**src/rtl/ball_physics_engine_if.sv**
```systemverilog
`default_nettype none
// ============================================================================
// Module   : ball_physics_engine_if
// Purpose  : Frame-tick controls in, ball/brick/game status out.
// Revision : 1.0  initial release
// ============================================================================
interface ball_physics_engine_if;
  logic        tick;
  logic        start;
  logic [9:0]  paddle_x;
  logic [9:0]  ball_x;
  logic [9:0]  ball_y;
  logic [59:0] brick_alive;
  logic        hit_valid;
  logic [5:0]  hit_idx;
  logic        lost;
  logic [1:0]  lives;
  logic [5:0]  score;
  logic [2:0]  state;

  modport master (
    output tick, start, paddle_x,
    input  ball_x, ball_y, brick_alive, hit_valid, hit_idx, lost, lives, score, state
  );

  modport slave (
    input  tick, start, paddle_x,
    output ball_x, ball_y, brick_alive, hit_valid, hit_idx, lost, lives, score, state
  );
endinterface
`default_nettype wire

```
**src/rtl/ball_physics_engine.sv**
```systemverilog
`default_nettype none
// ============================================================================
// Module   : ball_physics_engine
// Purpose  : Per-frame ball motion, wall/ceiling/paddle reflection, brick hits.
// Revision : 1.0  initial release
// ============================================================================
module ball_physics_engine #(
  parameter int unsigned LEFT_WALL_X   = 190,
  parameter int unsigned RIGHT_WALL_X  = 790,
  parameter int unsigned CEILING_Y     = 35,
  parameter int unsigned FLOOR_Y       = 515,
  parameter int unsigned GRID_BOTTOM_Y = 160,
  parameter int unsigned BLOCK_W       = 50,
  parameter int unsigned BLOCK_H       = 25,
  parameter int unsigned BALL_HALF     = 5,
  parameter int unsigned PADDLE_Y      = 500,
  parameter int unsigned PADDLE_HALF_W = 25,
  parameter int unsigned SPEED         = 2,
  parameter int unsigned LIVES         = 3
) (
  input wire                    clk,
  input wire                    rst,
  ball_physics_engine_if.slave  bus
);

  typedef enum logic [2:0] {
    S_IDLE  = 3'd0,
    S_MOVE  = 3'd1,
    S_CHECK = 3'd2,
    S_LOST  = 3'd3,
    S_OVER  = 3'd4,
    S_WIN   = 3'd5
  } state_t;

  localparam int unsigned c_ROWS = 5;
  localparam int unsigned c_COLS = 12;

  // Edge conditions folded onto the ball centre so no subtraction can wrap.
  localparam logic [9:0] c_SPEED      = 10'(SPEED);
  localparam logic [9:0] c_HALF       = 10'(BALL_HALF);
  localparam logic [9:0] c_RIGHT_LIM  = 10'(RIGHT_WALL_X - BALL_HALF);
  localparam logic [9:0] c_LEFT_LIM   = 10'(LEFT_WALL_X + BALL_HALF);
  localparam logic [9:0] c_CEIL_LIM   = 10'(CEILING_Y + BALL_HALF);
  localparam logic [9:0] c_PAD_LIM    = 10'(PADDLE_Y - 5 - BALL_HALF);
  localparam logic [9:0] c_PAD_REACH  = 10'(PADDLE_HALF_W + BALL_HALF);
  localparam logic [9:0] c_FLOOR_LIM  = 10'(FLOOR_Y - BALL_HALF);
  localparam logic [9:0] c_REST_Y     = 10'(PADDLE_Y - 10);
  localparam logic [9:0] c_RESET_X    = 10'd450;
  localparam logic [9:0] c_GRID_L     = 10'(LEFT_WALL_X);
  localparam logic [9:0] c_GRID_R     = 10'(RIGHT_WALL_X);
  localparam logic [9:0] c_GRID_T     = 10'(CEILING_Y);
  localparam logic [9:0] c_GRID_B     = 10'(GRID_BOTTOM_Y);
  localparam logic [1:0] c_LIVES      = 2'(LIVES);

  state_t      r_state;
  state_t      w_state_next;
  logic [9:0]  r_ball_x;
  logic [9:0]  r_ball_y;
  logic [9:0]  r_nx;
  logic [9:0]  r_ny;
  logic        r_dx;          // 1 = moving right
  logic        r_dy;          // 1 = moving down
  logic [59:0] r_brick_alive;
  logic        r_hit_valid;
  logic [5:0]  r_hit_idx;
  logic        r_lost;
  logic [1:0]  r_lives;
  logic [5:0]  r_score;

  logic [9:0]  w_sx;
  logic [9:0]  w_sy;
  logic [9:0]  w_nx;
  logic [9:0]  w_ny;
  logic        w_ndx;
  logic        w_ndy;
  logic [9:0]  w_pad_dist;
  logic        w_floor;

  logic [9:0]  w_px;
  logic [9:0]  w_py;
  logic        w_in_grid;
  logic [2:0]  w_row;
  logic [3:0]  w_col;
  logic [5:0]  w_idx;
  logic        w_hit;
  logic [59:0] w_alive_next;

  // Candidate next position with wall, ceiling and paddle rules applied in order.
  always_comb begin
    w_sx  = r_dx ? (r_ball_x + c_SPEED) : (r_ball_x - c_SPEED);
    w_sy  = r_dy ? (r_ball_y + c_SPEED) : (r_ball_y - c_SPEED);
    w_nx  = w_sx;
    w_ny  = w_sy;
    w_ndx = r_dx;
    w_ndy = r_dy;

    if (r_dx && (w_sx >= c_RIGHT_LIM)) begin
      w_nx  = c_RIGHT_LIM;
      w_ndx = 1'b0;
    end else if (!r_dx && (w_sx <= c_LEFT_LIM)) begin
      w_nx  = c_LEFT_LIM;
      w_ndx = 1'b1;
    end

    if (!r_dy && (w_sy <= c_CEIL_LIM)) begin
      w_ny  = c_CEIL_LIM;
      w_ndy = 1'b1;
    end

    w_pad_dist = (w_nx >= bus.paddle_x) ? (w_nx - bus.paddle_x) : (bus.paddle_x - w_nx);
    if (r_dy && (r_ball_y < c_PAD_LIM) && (w_ny >= c_PAD_LIM) && (w_pad_dist <= c_PAD_REACH)) begin
      w_ny  = c_PAD_LIM;
      w_ndy = 1'b0;
      w_ndx = (w_nx >= bus.paddle_x);
    end

    w_floor = (w_ny >= c_FLOOR_LIM);
  end

  // Leading-edge probe into the brick grid; row/col found by threshold compares.
  always_comb begin
    w_px      = r_nx;
    w_py      = r_dy ? (r_ny + c_HALF) : (r_ny - c_HALF);
    w_in_grid = (w_py >= c_GRID_T) && (w_py < c_GRID_B) && (w_px >= c_GRID_L) && (w_px < c_GRID_R);

    w_row = 3'd0;
    for (int k = 1; k < c_ROWS; k++) begin
      if (w_py >= 10'(CEILING_Y + k * BLOCK_H)) w_row = w_row + 3'd1;
    end

    w_col = 4'd0;
    for (int k = 1; k < c_COLS; k++) begin
      if (w_px >= 10'(LEFT_WALL_X + k * BLOCK_W)) w_col = w_col + 4'd1;
    end

    w_idx        = ({3'd0, w_row} * 6'(c_COLS)) + {2'd0, w_col};
    w_hit        = w_in_grid && r_brick_alive[w_idx];
    w_alive_next = r_brick_alive & ~(w_hit ? (60'd1 << w_idx) : 60'd0);
  end

  always_comb begin
    w_state_next = r_state;
    case (r_state)
      S_IDLE:  if (bus.start) w_state_next = S_MOVE;
      S_MOVE:  if (bus.tick)  w_state_next = w_floor ? S_LOST : S_CHECK;
      S_CHECK: w_state_next = (w_alive_next == '0) ? S_WIN : S_MOVE;
      S_LOST:  w_state_next = (r_lives == 2'd1) ? S_OVER : S_IDLE;
      default: w_state_next = r_state;
    endcase
  end

  always_ff @(posedge clk or posedge rst) begin
    if (rst) r_state <= S_IDLE;
    else     r_state <= w_state_next;
  end

  always_ff @(posedge clk or posedge rst) begin
    if (rst) begin
      r_ball_x      <= c_RESET_X;
      r_ball_y      <= c_REST_Y;
      r_nx          <= c_RESET_X;
      r_ny          <= c_REST_Y;
      r_dx          <= 1'b1;
      r_dy          <= 1'b0;
      r_brick_alive <= '1;
      r_hit_valid   <= 1'b0;
      r_hit_idx     <= 6'd0;
      r_lost        <= 1'b0;
      r_lives       <= c_LIVES;
      r_score       <= 6'd0;
    end else begin
      r_hit_valid <= 1'b0;
      r_lost      <= 1'b0;
      case (r_state)
        S_IDLE: begin
          r_ball_x <= bus.paddle_x;
          r_ball_y <= c_REST_Y;
          if (bus.start) begin
            r_dx <= 1'b1;
            r_dy <= 1'b0;
          end
        end
        S_MOVE: begin
          if (bus.tick) begin
            r_nx <= w_nx;
            r_ny <= w_ny;
            r_dx <= w_ndx;
            r_dy <= w_ndy;
          end
        end
        S_CHECK: begin
          r_ball_x <= r_nx;
          r_ball_y <= r_ny;
          if (w_hit) begin
            r_brick_alive <= w_alive_next;
            r_dy          <= ~r_dy;
            r_hit_valid   <= 1'b1;
            r_hit_idx     <= w_idx;
            r_score       <= r_score + 6'd1;
          end
        end
        S_LOST: begin
          r_lost  <= 1'b1;
          r_lives <= r_lives - 2'd1;
          r_dx    <= 1'b1;
          r_dy    <= 1'b0;
        end
        default: begin
          r_lost <= 1'b0;
        end
      endcase
    end
  end

  assign bus.ball_x      = r_ball_x;
  assign bus.ball_y      = r_ball_y;
  assign bus.brick_alive = r_brick_alive;
  assign bus.hit_valid   = r_hit_valid;
  assign bus.hit_idx     = r_hit_idx;
  assign bus.lost        = r_lost;
  assign bus.lives       = r_lives;
  assign bus.score       = r_score;
  assign bus.state       = r_state;

endmodule
`default_nettype wire
```
**src/flat_wrapper.sv**
```systemverilog
// flat-port wrapper written by rule: the top's interface ports become plain ports
module ball_physics_engine_flat 
#(
  parameter int unsigned LEFT_WALL_X   = 190,
  parameter int unsigned RIGHT_WALL_X  = 790,
  parameter int unsigned CEILING_Y     = 35,
  parameter int unsigned FLOOR_Y       = 515,
  parameter int unsigned GRID_BOTTOM_Y = 160,
  parameter int unsigned BLOCK_W       = 50,
  parameter int unsigned BLOCK_H       = 25,
  parameter int unsigned BALL_HALF     = 5,
  parameter int unsigned PADDLE_Y      = 500,
  parameter int unsigned PADDLE_HALF_W = 25,
  parameter int unsigned SPEED         = 2,
  parameter int unsigned LIVES         = 3
)
  (clk, rst, bus_tick, bus_start, bus_paddle_x, bus_ball_x, bus_ball_y, bus_brick_alive, bus_hit_valid, bus_hit_idx, bus_lost, bus_lives, bus_score, bus_state);
  ball_physics_engine_if bus_i ();
  input wire clk;
  input wire rst;
  input wire logic [$bits(bus_i.tick)-1:0] bus_tick;
  input wire logic [$bits(bus_i.start)-1:0] bus_start;
  input wire logic [$bits(bus_i.paddle_x)-1:0] bus_paddle_x;
  output wire logic [$bits(bus_i.ball_x)-1:0] bus_ball_x;
  output wire logic [$bits(bus_i.ball_y)-1:0] bus_ball_y;
  output wire logic [$bits(bus_i.brick_alive)-1:0] bus_brick_alive;
  output wire logic [$bits(bus_i.hit_valid)-1:0] bus_hit_valid;
  output wire logic [$bits(bus_i.hit_idx)-1:0] bus_hit_idx;
  output wire logic [$bits(bus_i.lost)-1:0] bus_lost;
  output wire logic [$bits(bus_i.lives)-1:0] bus_lives;
  output wire logic [$bits(bus_i.score)-1:0] bus_score;
  output wire logic [$bits(bus_i.state)-1:0] bus_state;
  assign bus_i.tick = bus_tick;
  assign bus_i.start = bus_start;
  assign bus_i.paddle_x = bus_paddle_x;
  assign bus_ball_x = bus_i.ball_x;
  assign bus_ball_y = bus_i.ball_y;
  assign bus_brick_alive = bus_i.brick_alive;
  assign bus_hit_valid = bus_i.hit_valid;
  assign bus_hit_idx = bus_i.hit_idx;
  assign bus_lost = bus_i.lost;
  assign bus_lives = bus_i.lives;
  assign bus_score = bus_i.score;
  assign bus_state = bus_i.state;
  ball_physics_engine #(.LEFT_WALL_X(LEFT_WALL_X), .RIGHT_WALL_X(RIGHT_WALL_X), .CEILING_Y(CEILING_Y), .FLOOR_Y(FLOOR_Y), .GRID_BOTTOM_Y(GRID_BOTTOM_Y), .BLOCK_W(BLOCK_W), .BLOCK_H(BLOCK_H), .BALL_HALF(BALL_HALF), .PADDLE_Y(PADDLE_Y), .PADDLE_HALF_W(PADDLE_HALF_W), .SPEED(SPEED), .LIVES(LIVES)) u_core (.clk(clk), .rst(rst), .bus(bus_i));
endmodule
```
**config.mk**
```make
export PLATFORM = sky130hd
export DESIGN_NAME = ball_physics_engine_flat
export DESIGN_NICKNAME = d
export VERILOG_FILES = /design/src/rtl/ball_physics_engine_if.sv /design/src/rtl/ball_physics_engine.sv /design/src/flat_wrapper.sv
export SDC_FILE = /design/constraint.sdc
export NUM_CORES = 1
export LEC_CHECK = 0
export ABC_AREA = 1
export CAP_MARGIN = 25
export CORE_UTILIZATION = 23
export DETAILED_ROUTE_END_ITERATION = 12
export GPL_TIMING_DRIVEN = 0
export PLACE_DENSITY = 0.39
export RECOVER_POWER = 100
export SYNTH_ARGS = -nofsm -noshare
export SYNTH_HDL_FRONTEND = slang
export SYNTH_SLANG_ARGS = --single-unit
```
**constraint.sdc**
```tcl
create_clock -name clk -period 8.45 [get_ports clk]
set_input_delay 0.845 -clock clk [delete_from_list [all_inputs] [get_ports clk]]
set_output_delay 0.845 -clock clk [all_outputs]
set_load 0.05 [all_outputs]
```
# Word level (Yosys, flattened, before mapping)
# Cells that the tools add are included.
dict set report totals {
  output_inout_bits 99
  ram_bits 0
  input_bits 14
  regBits 121
  wordCells 150
  romBits 0
  memories 0
  latch_bits 0
}
dict set report op_classes {
  n_addsub 24
  n_shift 1
  n_eq_ne 9
  n_lt_le_gt_ge 28
  n_reduce_logical 22
  div 0
  n_mux 49
  mul 1
  bitwise 3
}
# cell n
set ops {}
lappend ops {{10-bit 2-to-1 mux} 8}
lappend ops {{10-bit by 9-bit >= comparator with 1-bit output, second input constant} 7}
lappend ops {{60-bit AND} 1}
lappend ops {{10-bit >= comparator, second input constant} 6}
lappend ops {{60-bit logical NOT} 1}
lappend ops {{60-bit 2-to-1 mux} 1}
lappend ops {{60-bit inverter} 1}
lappend ops {{1-bit by 6-bit left shift with 60-bit output, first input constant} 1}
lappend ops {{4-bit 2-to-1 mux} 10}
lappend ops {{10-bit one-hot mux with 2 select lines} 2}
lappend ops {{4-bit by 1-bit adder with 4-bit output, second input constant} 9}
lappend ops {{10-bit by 8-bit >= comparator with 1-bit output, second input constant} 3}
lappend ops {{3-bit 2-to-1 mux} 7}
lappend ops {{10-bit by 2-bit adder with 10-bit output, second input constant} 2}
lappend ops {{10-bit by 6-bit >= comparator with 1-bit output, second input constant} 2}
lappend ops {{10-bit by 7-bit >= comparator with 1-bit output, second input constant} 2}
lappend ops {{10-bit subtractor} 2}
lappend ops {{10-bit by 2-bit subtractor with 10-bit output, second input constant} 2}
lappend ops {{1-bit 2-to-1 mux} 17}
lappend ops {{3-bit one-hot mux with 4 select lines} 1}
lappend ops {{10-bit by 3-bit adder with 10-bit output, second input constant} 1}
lappend ops {{10-bit >= comparator} 1}
lappend ops {{10-bit by 5-bit <= comparator with 1-bit output, second input constant} 1}
lappend ops {{10-bit by 6-bit <= comparator with 1-bit output, second input constant} 1}
lappend ops {{other kinds (33)} 48}

# Depth between registers and ports, before layout
# Gate-level depths: netlist (run 1).
dict set report depth {
  depth_word 32
  ltp_mapped 56
  ltp_nobuf 55
}

# Worst setup path after synthesis (run 1)
# No wires, ideal clock.
dict set report synth_path {
  path_type {flip-flop to flip-flop}
  start {reg u_core.r_nx[2]}
  end {reg u_core.r_state[2] (netlist: u_core.bus.state[2])}
  path_slack_ns 0.878
  stages_incl_launch_ff 50
  required_time_ns 8.381
  setup_ns 0.069
  synth_period_minus_slack_ns 7.572
  n_path_buf 2
  t_arrival_ns 7.504
  path_cell_list {dfrtp_1 -> nor2_1 -> a21oi_1 -> o41ai_1 -> inv_1 -> ha_1 -> inv_1 -> nand3_1 -> nand2_1 -> inv_1 -> ha_1 -> nand2_1 -> o21ai_0 -> ha_1 -> nand2_1 -> nand2_1 -> xor2_1 -> o21ai_0 -> [14 not listed] -> inv_1 -> fa_1 -> clkbuf_1 -> inv_1 -> clkbuf_1 -> nor3_1 -> inv_1 -> nor2_1 -> inv_1 -> nor2_1 -> nand3_1 -> nand2_1 -> nand4_1 -> nor2_1 -> nand2_1 -> nor2_1 -> nand2_1 -> nand3_1}
}
dict set report synth_between {
  elab_chain_len 32
  word_cells_on_any_way 47
  classes_between {add/sub (11); order compare (13); shift (1); mux (16); bitwise (2); reduce/logical (4)}
}
# item line
set synth_lines {}
lappend synth_lines {{start: declaration} ball_physics_engine.sv:59} ;# logic [9:0] r_nx;
lappend synth_lines {{start signal: assignment} ball_physics_engine.sv:161} ;# r_nx <= c_RESET_X;
lappend synth_lines {{start signal: assignment} ball_physics_engine.sv:185} ;# r_nx <= w_nx;
lappend synth_lines {{10-bit by 8-bit >= comparator with 1-bit output} ball_physics_engine.sv:133} ;# if (w_px >= 10'(LEFT_WALL_X + k * BLOCK_W)) w_col = w_col + 4'd1;
lappend synth_lines {{1-bit 2-to-1 mux} ball_physics_engine.sv:133}
lappend synth_lines {{1-bit by 1-bit adder with 2-bit output} ball_physics_engine.sv:133}
lappend synth_lines {{4-bit 2-to-1 mux} ball_physics_engine.sv:133}
lappend synth_lines {{4-bit by 1-bit adder with 4-bit output} ball_physics_engine.sv:133}
lappend synth_lines {{4-bit 2-to-1 mux} ball_physics_engine.sv:133}
lappend synth_lines {{4-bit by 1-bit adder with 4-bit output} ball_physics_engine.sv:133}
lappend synth_lines {{4-bit 2-to-1 mux} ball_physics_engine.sv:133}
lappend synth_lines {{[16 not listed]} n/a}
lappend synth_lines {{1-bit 2-to-1 mux (not written as such)} ball_physics_engine.sv:137} ;# w_hit = w_in_grid && r_brick_alive[w_idx];
lappend synth_lines {{1-bit logical AND} ball_physics_engine.sv:137}
lappend synth_lines {{60-bit 2-to-1 mux (*)} ball_physics_engine.sv:138} ;# w_alive_next = r_brick_alive & ~(w_hit ? (60'd1 << w_idx) : 60'd0);
lappend synth_lines {{60-bit inverter (*)} ball_physics_engine.sv:138}
lappend synth_lines {{60-bit AND (*)} ball_physics_engine.sv:138}
lappend synth_lines {{60-bit logical NOT (*)} ball_physics_engine.sv:146} ;# S_CHECK: w_state_next = (w_alive_next == '0) ? S_WIN : S_MOVE;
lappend synth_lines {{3-bit 2-to-1 mux (*)} ball_physics_engine.sv:146}
lappend synth_lines {{3-bit one-hot mux with 4 select lines (*)} ball_physics_engine.sv:143} ;# case (r_state)
lappend synth_lines {{end signal: assignment} ball_physics_engine.sv:154} ;# else r_state <= w_state_next;
lappend synth_lines {{end: declaration} ball_physics_engine.sv:55} ;# state_t r_state;
# Every way passes the cells marked *; elsewhere a longest branch is shown, timed or not. The select of a mux whose other input is x is not followed.
# A chain may end at the register's enable or synchronous reset.

# Worst setup path after layout (run 1)
# Same ends and word-level chain as after synthesis.

==> results.json, run 1 <==
{
  "status": "finished, violations left",
  "violations": "max-capacitance violations, max-slew violations",
  "clk_pin_slew_ns": 0.06,
  "post-place-ws_ns": -1.30,
  "maxSlewViolCount": 124,
  "routabilityCongestion": 0.937,
  "die_w_um": 212,
  "regToRegSetupSlack_ns": 0.52,
  "grt_max_degree": 74,
  "finalClockSkew_ns": 0.0151,
  "regArea_um2": 3140,
  "path_max_fanout": 8,
  "multi_input_area_um2": 6130,
  "vias": 10200,
  "drive_gt1_frac": 0.172,
  "ys.warnings.count": 0,
  "cts-htree-levels": 4,
  "clock-sinks": 121,
  "fmax_mhz": 126,
  "chipHeight_um": 212,
  "syn_inst": 1449,
  "remaining_drc_errors": 0,
  "clk_latency_ns": 0.45,
  "grt_util_all_layers": 0.175,
  "viasPerCell": 4.61,
  "firstDrtPassIters": 7,
  "drv_cap": 2,
  "ios": 113,
  "reg2reg_depth": 50,
  "cp_data_required_time_ns": 8.82,
  "setup_viol": 0,
  "crit_family": "simple AND/OR/NAND/NOR gates",
  "grt_first_pass_wirelength_um": 59100,
  "cp_num_buf_inv": 9,
  "synth_seq_area_share": 0.310,
  "synth-edff-count": 0,
  "start_util": 0.234,
  "grt_pass1_vias": 10200,
  "ant_nets": 0,
  "setup.worst_path.end_class": "register",
  "portBuffers": 112,
  "critPathMaxStageDelay_ns": 0.58,
  "rows": 76,
  "dieArea_um2": 44800,
  "dp_hpwl_um": 29900,
  "final_cell_mix": "325 x nand2_1, 210 x inv_1, 110 x o21ai_0",
  "area_growth_pct": 30.6,
  "hold_buffers": 0,
  "drt-total-wl_um": 38500,
  "synth_nets": 1534,
  "root_buffer": "clkbuf_16",
  "ys_ff_latch": 121,
  "antenna_cells": 0,
  "final.fill_count": 4814,
  "final_common_cell": "nand2_1",
  "hold_path_class": "reg2reg",
  "cts_buffers": 17,
  "antenna_found_initial": 0,
  "clk_path_buf_depth": 2,
  "ys.flop_type": "dfstp_2",
  "fin_ws_ns": 0.516,
  "nets": 1699,
  "synth.distinct_cells": 57,
  "synth_area_um2": 10100,
  "hold_depth": 1,
  "overflow": 0,
  "period_minus_slack_ns": 7.93,
  "worst-path-stages": 50,
  "avgSynthCellArea_um2": 6.97,
  "worstPathArrival_ns": 8.31,
  "cts_tree": "built",
  "fin_crit_sh": 0.939,
  "coreArea_um2": 43200,
  "hold_violations": 0,
  "max_slew_margin": -1.66,
  "critPathKind": "reg2reg",
  "synthArstFlopShare": 1.00,
  "crit_path_start_kind": "register",
  "drt_iter0_markers": 622,
  "worstMarginPinSlew_ns": 4.00,
  "wl_per_cell_um": 17.4,
  "cp_slowest_cell": "fa_2"
}
-- worst paths after layout --
check,startpoint,end
worst min register to register,u_core.bus.score[5],u_core.bus.score[5]
max in group asynchronous,rst,u_core.bus.state[2]
worst min-delay path,u_core.bus.score[5],u_core.bus.score[5]
worst max register to register,u_core.r_nx[2],u_core.bus.state[2]
worst max-delay path,u_core.r_nx[2],u_core.bus.state[2]
min in group asynchronous,rst,u_core.bus.score[3]
-- layout make-up --
cell class              instances  area share
plain buffers                  47      0.0241
repair buffers                147       0.108
flip-flops and latches        121       0.238
well taps                     585      0.0555
multi-input cells            1051       0.465
clock buffers                  24      0.0365
inverters                     229      0.0665
clock inverters                 8     0.00721
-- synth_stat cells (all sizes together) (4+ instances only) --
library cell  number  share of area
a22oi              4         0.0030
nor3              32          0.016
nor4               7         0.0050
o221ai            11         0.0095
fa                 7          0.014
a31oi              8         0.0050
buf               22          0.017
o31ai              4         0.0030
o21ai            141          0.070
dfstp             83           0.22
inv              226          0.084
nand4             25          0.015
nor2             115          0.045
ha                64          0.079
o211ai             5         0.0037
a21oi             59          0.030
nand2            354           0.14
or2                9         0.0056
xor2              28          0.024
dfrtp             38          0.094
nand3            120          0.065
o21bai             9         0.0067
xnor2             23          0.020
clkbuf            26         0.0097
-- what timing repair did --
item,in CTS,in global routing
gates cloned,0,3
pin swaps,5,33
resized for setup,37,71
endpoints found under the setup margin,75,74
endpoints found under the hold margin,0,0
setup buffers,9,23
-- metrics by stage --
| stage | cells | TNS (ns) | util | hold WS [ns] | instance area, µm² |
|---|---|---|---|---|---|
| 6_report | 2212 | 0 | 0.306 | 0.467 | 13200 |
| 2_1_floorplan | 1449 | 0 | - | 0.463 | 10100 |
| 4_1_cts | 2187 | 0 | 0.295 | 0.476 | 12700 |
| 3_5_place_dp | 2147 | -35.27 | 0.278 | 0.463 | 12000 |
| 3_3_place_gp | 2146 | -34.05 | 0.277 | 0.461 | 12000 |
| 5_1_grt | 2212 | -0.0357 | 0.306 | 0.488 | 13200 |
-- state kept, by name, indices dropped and copies added (netlist names), 2 cells and up --
signal and count:
u_core.bus.score 6, u_core.bus.lives 2, u_core.bus.ball_x 10, u_core.bus.ball_y 10, u_core.r_ny 10, u_core.bus.hit_idx 6, u_core.r_nx 10, u_core.bus.brick_alive 60
u_core.bus.state 3
-- metal layers --
layer  vias up  routed length, µm  share of wire  track usage
li1       5078                  -              -            -
met1      4821              17900           0.47        0.228
met2       234              18000           0.47        0.292
met3        64               1440          0.037       0.0237
met4         0               1160          0.030       0.0637
met5         -                  0              0            0
-- logic make-up (layout without fill, tap and decap cells) --
group / Yosys count / after routing / share of synthesized area
flops: 121 / 121 / 0.310
mux: 1 / 1 / 0.00111
fa+ha+maj: 71 / 71 / 0.0931
compound gates: 260 / 260 / 0.146
xor+xnor: 51 / 51 / 0.0442
buf+inv: 277 / 455 / 0.111
simple gates: 668 / 668 / 0.294
-- worst reg2reg max path, delay by kind of cell (launching register included) --
kind | cells | cell delay, ns
buf+inv | 9 | 0.88
fa+ha+maj | 8 | 2.23
xor+xnor | 2 | 0.28
compound gates | 9 | 1.45
flops | 1 | 0.43
simple gates | 22 | 2.59
Power of run 1 is left out: the tool's default activity adds up to more than one toggle a clock period on the data nets, which glitch-free logic cannot reach.
==> inputs of run 2 (changes only) <==
--- a/config.mk
+++ b/config.mk
@@ -7,10 +7,11 @@
 export LEC_CHECK = 0
 export ABC_AREA = 1
 export CAP_MARGIN = 25
+export CORE_ASPECT_RATIO = 1.5
 export CORE_UTILIZATION = 23
 export DETAILED_ROUTE_END_ITERATION = 12
 export GPL_TIMING_DRIVEN = 0
-export PLACE_DENSITY = 0.39
+export PLACE_DENSITY_LB_ADDON = 0.08
 export RECOVER_POWER = 100
 export SYNTH_ARGS = -nofsm -noshare
 export SYNTH_HDL_FRONTEND = slang
==> run 2 against run 1 <==
Worst hold slack better by 0.00096 ns. Global-route usage increased by 1.2 points. Final cell count shrank 0.90%. The flow still finishes with violations (max-capacitance violations, max-slew violations).
==> results.json, run 2 (synthesis gave the netlist of run 1 again) <==
{
  "drive_gt1_frac": 0.183,
  "grt_pass1_vias": 10700,
  "chipHeight_um": 259,
  "critPathMaxStageDelay_ns": 0.58,
  "rows": 93,
  "viasPerCell": 4.67,
  "cts-htree-levels": 4,
  "cts_buffers": 17,
  "firstDrtPassIters": 5,
  "violations": "max-capacitance violations, max-slew violations",
  "dieArea_um2": 44800,
  "worstPathArrival_ns": 8.54,
  "timing.hold.ws_ns": 0.468,
  "largest_register_ffs": 60,
  "cp_data_required_time_ns": 8.84,
  "grt_max_degree": 78,
  "clk_path_buf_depth": 2,
  "antenna_cells": 0,
  "grt_first_pass_wirelength_um": 62500,
  "hold_violations": 0,
  "nets": 1694,
  "drt-total-wl_um": 41200,
  "antenna_found_initial": 0,
  "ant_nets": 0,
  "crit_family": "simple AND/OR/NAND/NOR gates",
  "path_max_fanout": 10,
  "vias": 10200,
  "area_growth_pct": 31.0,
  "clk_pin_slew_ns": 0.06,
  "hold_path_class": "reg2reg",
  "overflow": 0,
  "clock-sinks": 121,
  "cp_num_buf_inv": 9,
  "dp_hpwl_um": 33000,
  "root_buffer": "clkbuf_16",
  "ios": 113,
  "setup_viol": 0,
  "crit_path_start_kind": "register",
  "remaining_drc_errors": 0,
  "fmax_mhz": 123,
  "worstMarginPinSlew_ns": 4.28,
  "hold_buffers": 0,
  "die_w_um": 173,
  "critPathKind": "reg2reg",
  "setup.worst_path.end_class": "register",
  "coreArea_um2": 43200,
  "drt_iter0_markers": 529,
  "rsz0062_at_grt": "true",
  "final_cell_mix": "323 x nand2_1, 209 x inv_1, 109 x o21ai_0",
  "wl_per_cell_um": 18.8,
  "start_util": 0.234,
  "grt_util_all_layers": 0.187,
  "portBuffers": 112,
  "cts_tree": "built",
  "fin_crit_sh": 0.964,
  "drv_cap": 2,
  "max_slew_margin": -1.85,
  "final_common_cell": "nand2_1",
  "period_minus_slack_ns": 8.15,
  "cp_slowest_cell": "dfstp_2",
  "routabilityCongestion": 0.935,
  "clk_latency_ns": 0.46,
  "finalClockSkew_ns": 0.0118,
  "maxSlewViolCount": 124,
  "status": "finished, violations left"
}
run 2: cell count changes in the layout (fill, tap and decap cells not counted), sizes merged:
cell	previous run	this run
buf	53	49
clkbuf	53	47
clkdlybuf4s50	12	13
clkinv	7	6
clkinvlp	6	7
dlygate4sd3	100	99
inv	222	227
run 2: worst register-to-register path: cells and delay by family, from the launching register on:
kind / cells / cell delay, ns
and+or+nand+nor: 22 / 2.59
buffers and inverters: 9 / 0.94
adders and majority gates: 8 / 2.24
xor gates and xnor gates: 2 / 0.29
DFF: 1 / 0.58
AOI/OAI and AO/OA: 8 / 1.40
run 2: path summary, 6_finish.rpt:
path | start | endpoint | slack (ns) | depth (start not counted)
hold / removal | u_core.bus.score[5] | u_core.bus.score[5] | 0.47 | 1
hold reg to reg | u_core.bus.score[5] | u_core.bus.score[5] | 0.47 | 1
setup / recovery | u_core.r_nx[1] | u_core.bus.state[2] | 0.30 | 49
min in group asynchronous | rst | u_core.r_ny[0] | 1.41 | 2
max in group asynchronous | rst | u_core.bus.hit_idx[2] | 2.26 | 3
setup reg to reg | u_core.r_nx[1] | u_core.bus.state[2] | 0.30 | 49
run 2: timing repair:
action,4_1_cts,5_1_grt
setup buffers,15,13
hold endpoints to repair,0,0
endpoints found under the setup margin,75,21
pin swaps,16,38
gates resized for setup,57,83
cloned,0,2
run 2: cell type report:
| type | count | area, µm² |
|---|---|---|
| buffer | 46 | 310 |
| clock buffer | 19 | 443 |
| clock inverter | 13 | 144 |
| fill | 4735 | 29900 |
| inverter | 229 | 873 |
| multi-input combinational | 1051 | 6200 |
| sequential | 121 | 3130 |
| tap | 570 | 713 |
| timing repair buffer | 143 | 1410 |
run 2: layer usage:
| metal | up-vias | wire (µm) | track usage |
|---|---|---|---|
| li1 | 5078 | - | - |
| met2 | 221 | 23600 | 0.383 |
| met3 | 70 | 1020 | 0.0217 |
| met1 | 4872 | 15300 | 0.187 |
| met4 | 0 | 1330 | 0.0742 |
| met5 | - | 0 | 0 |
run 2: per-stage QoR:
stage | TNS [ns] | cells | setup WS [ns] | instance area [µm²] | utilization
2_1_floorplan | 0 | 1449 | 0.878 | 10100 | -
3_3_place_gp | -52.91 | 2131 | -1.83 | 11900 | 0.276
3_5_place_dp | -58.52 | 2132 | -1.93 | 12000 | 0.277
4_1_cts | 0 | 2177 | 0.0218 | 12900 | 0.298
5_1_grt | -0.0871 | 2192 | -0.0871 | 13200 | 0.306
6_report | 0 | 2192 | 0.303 | 13200 | 0.306
Power of run 2 is left out for the same reason.
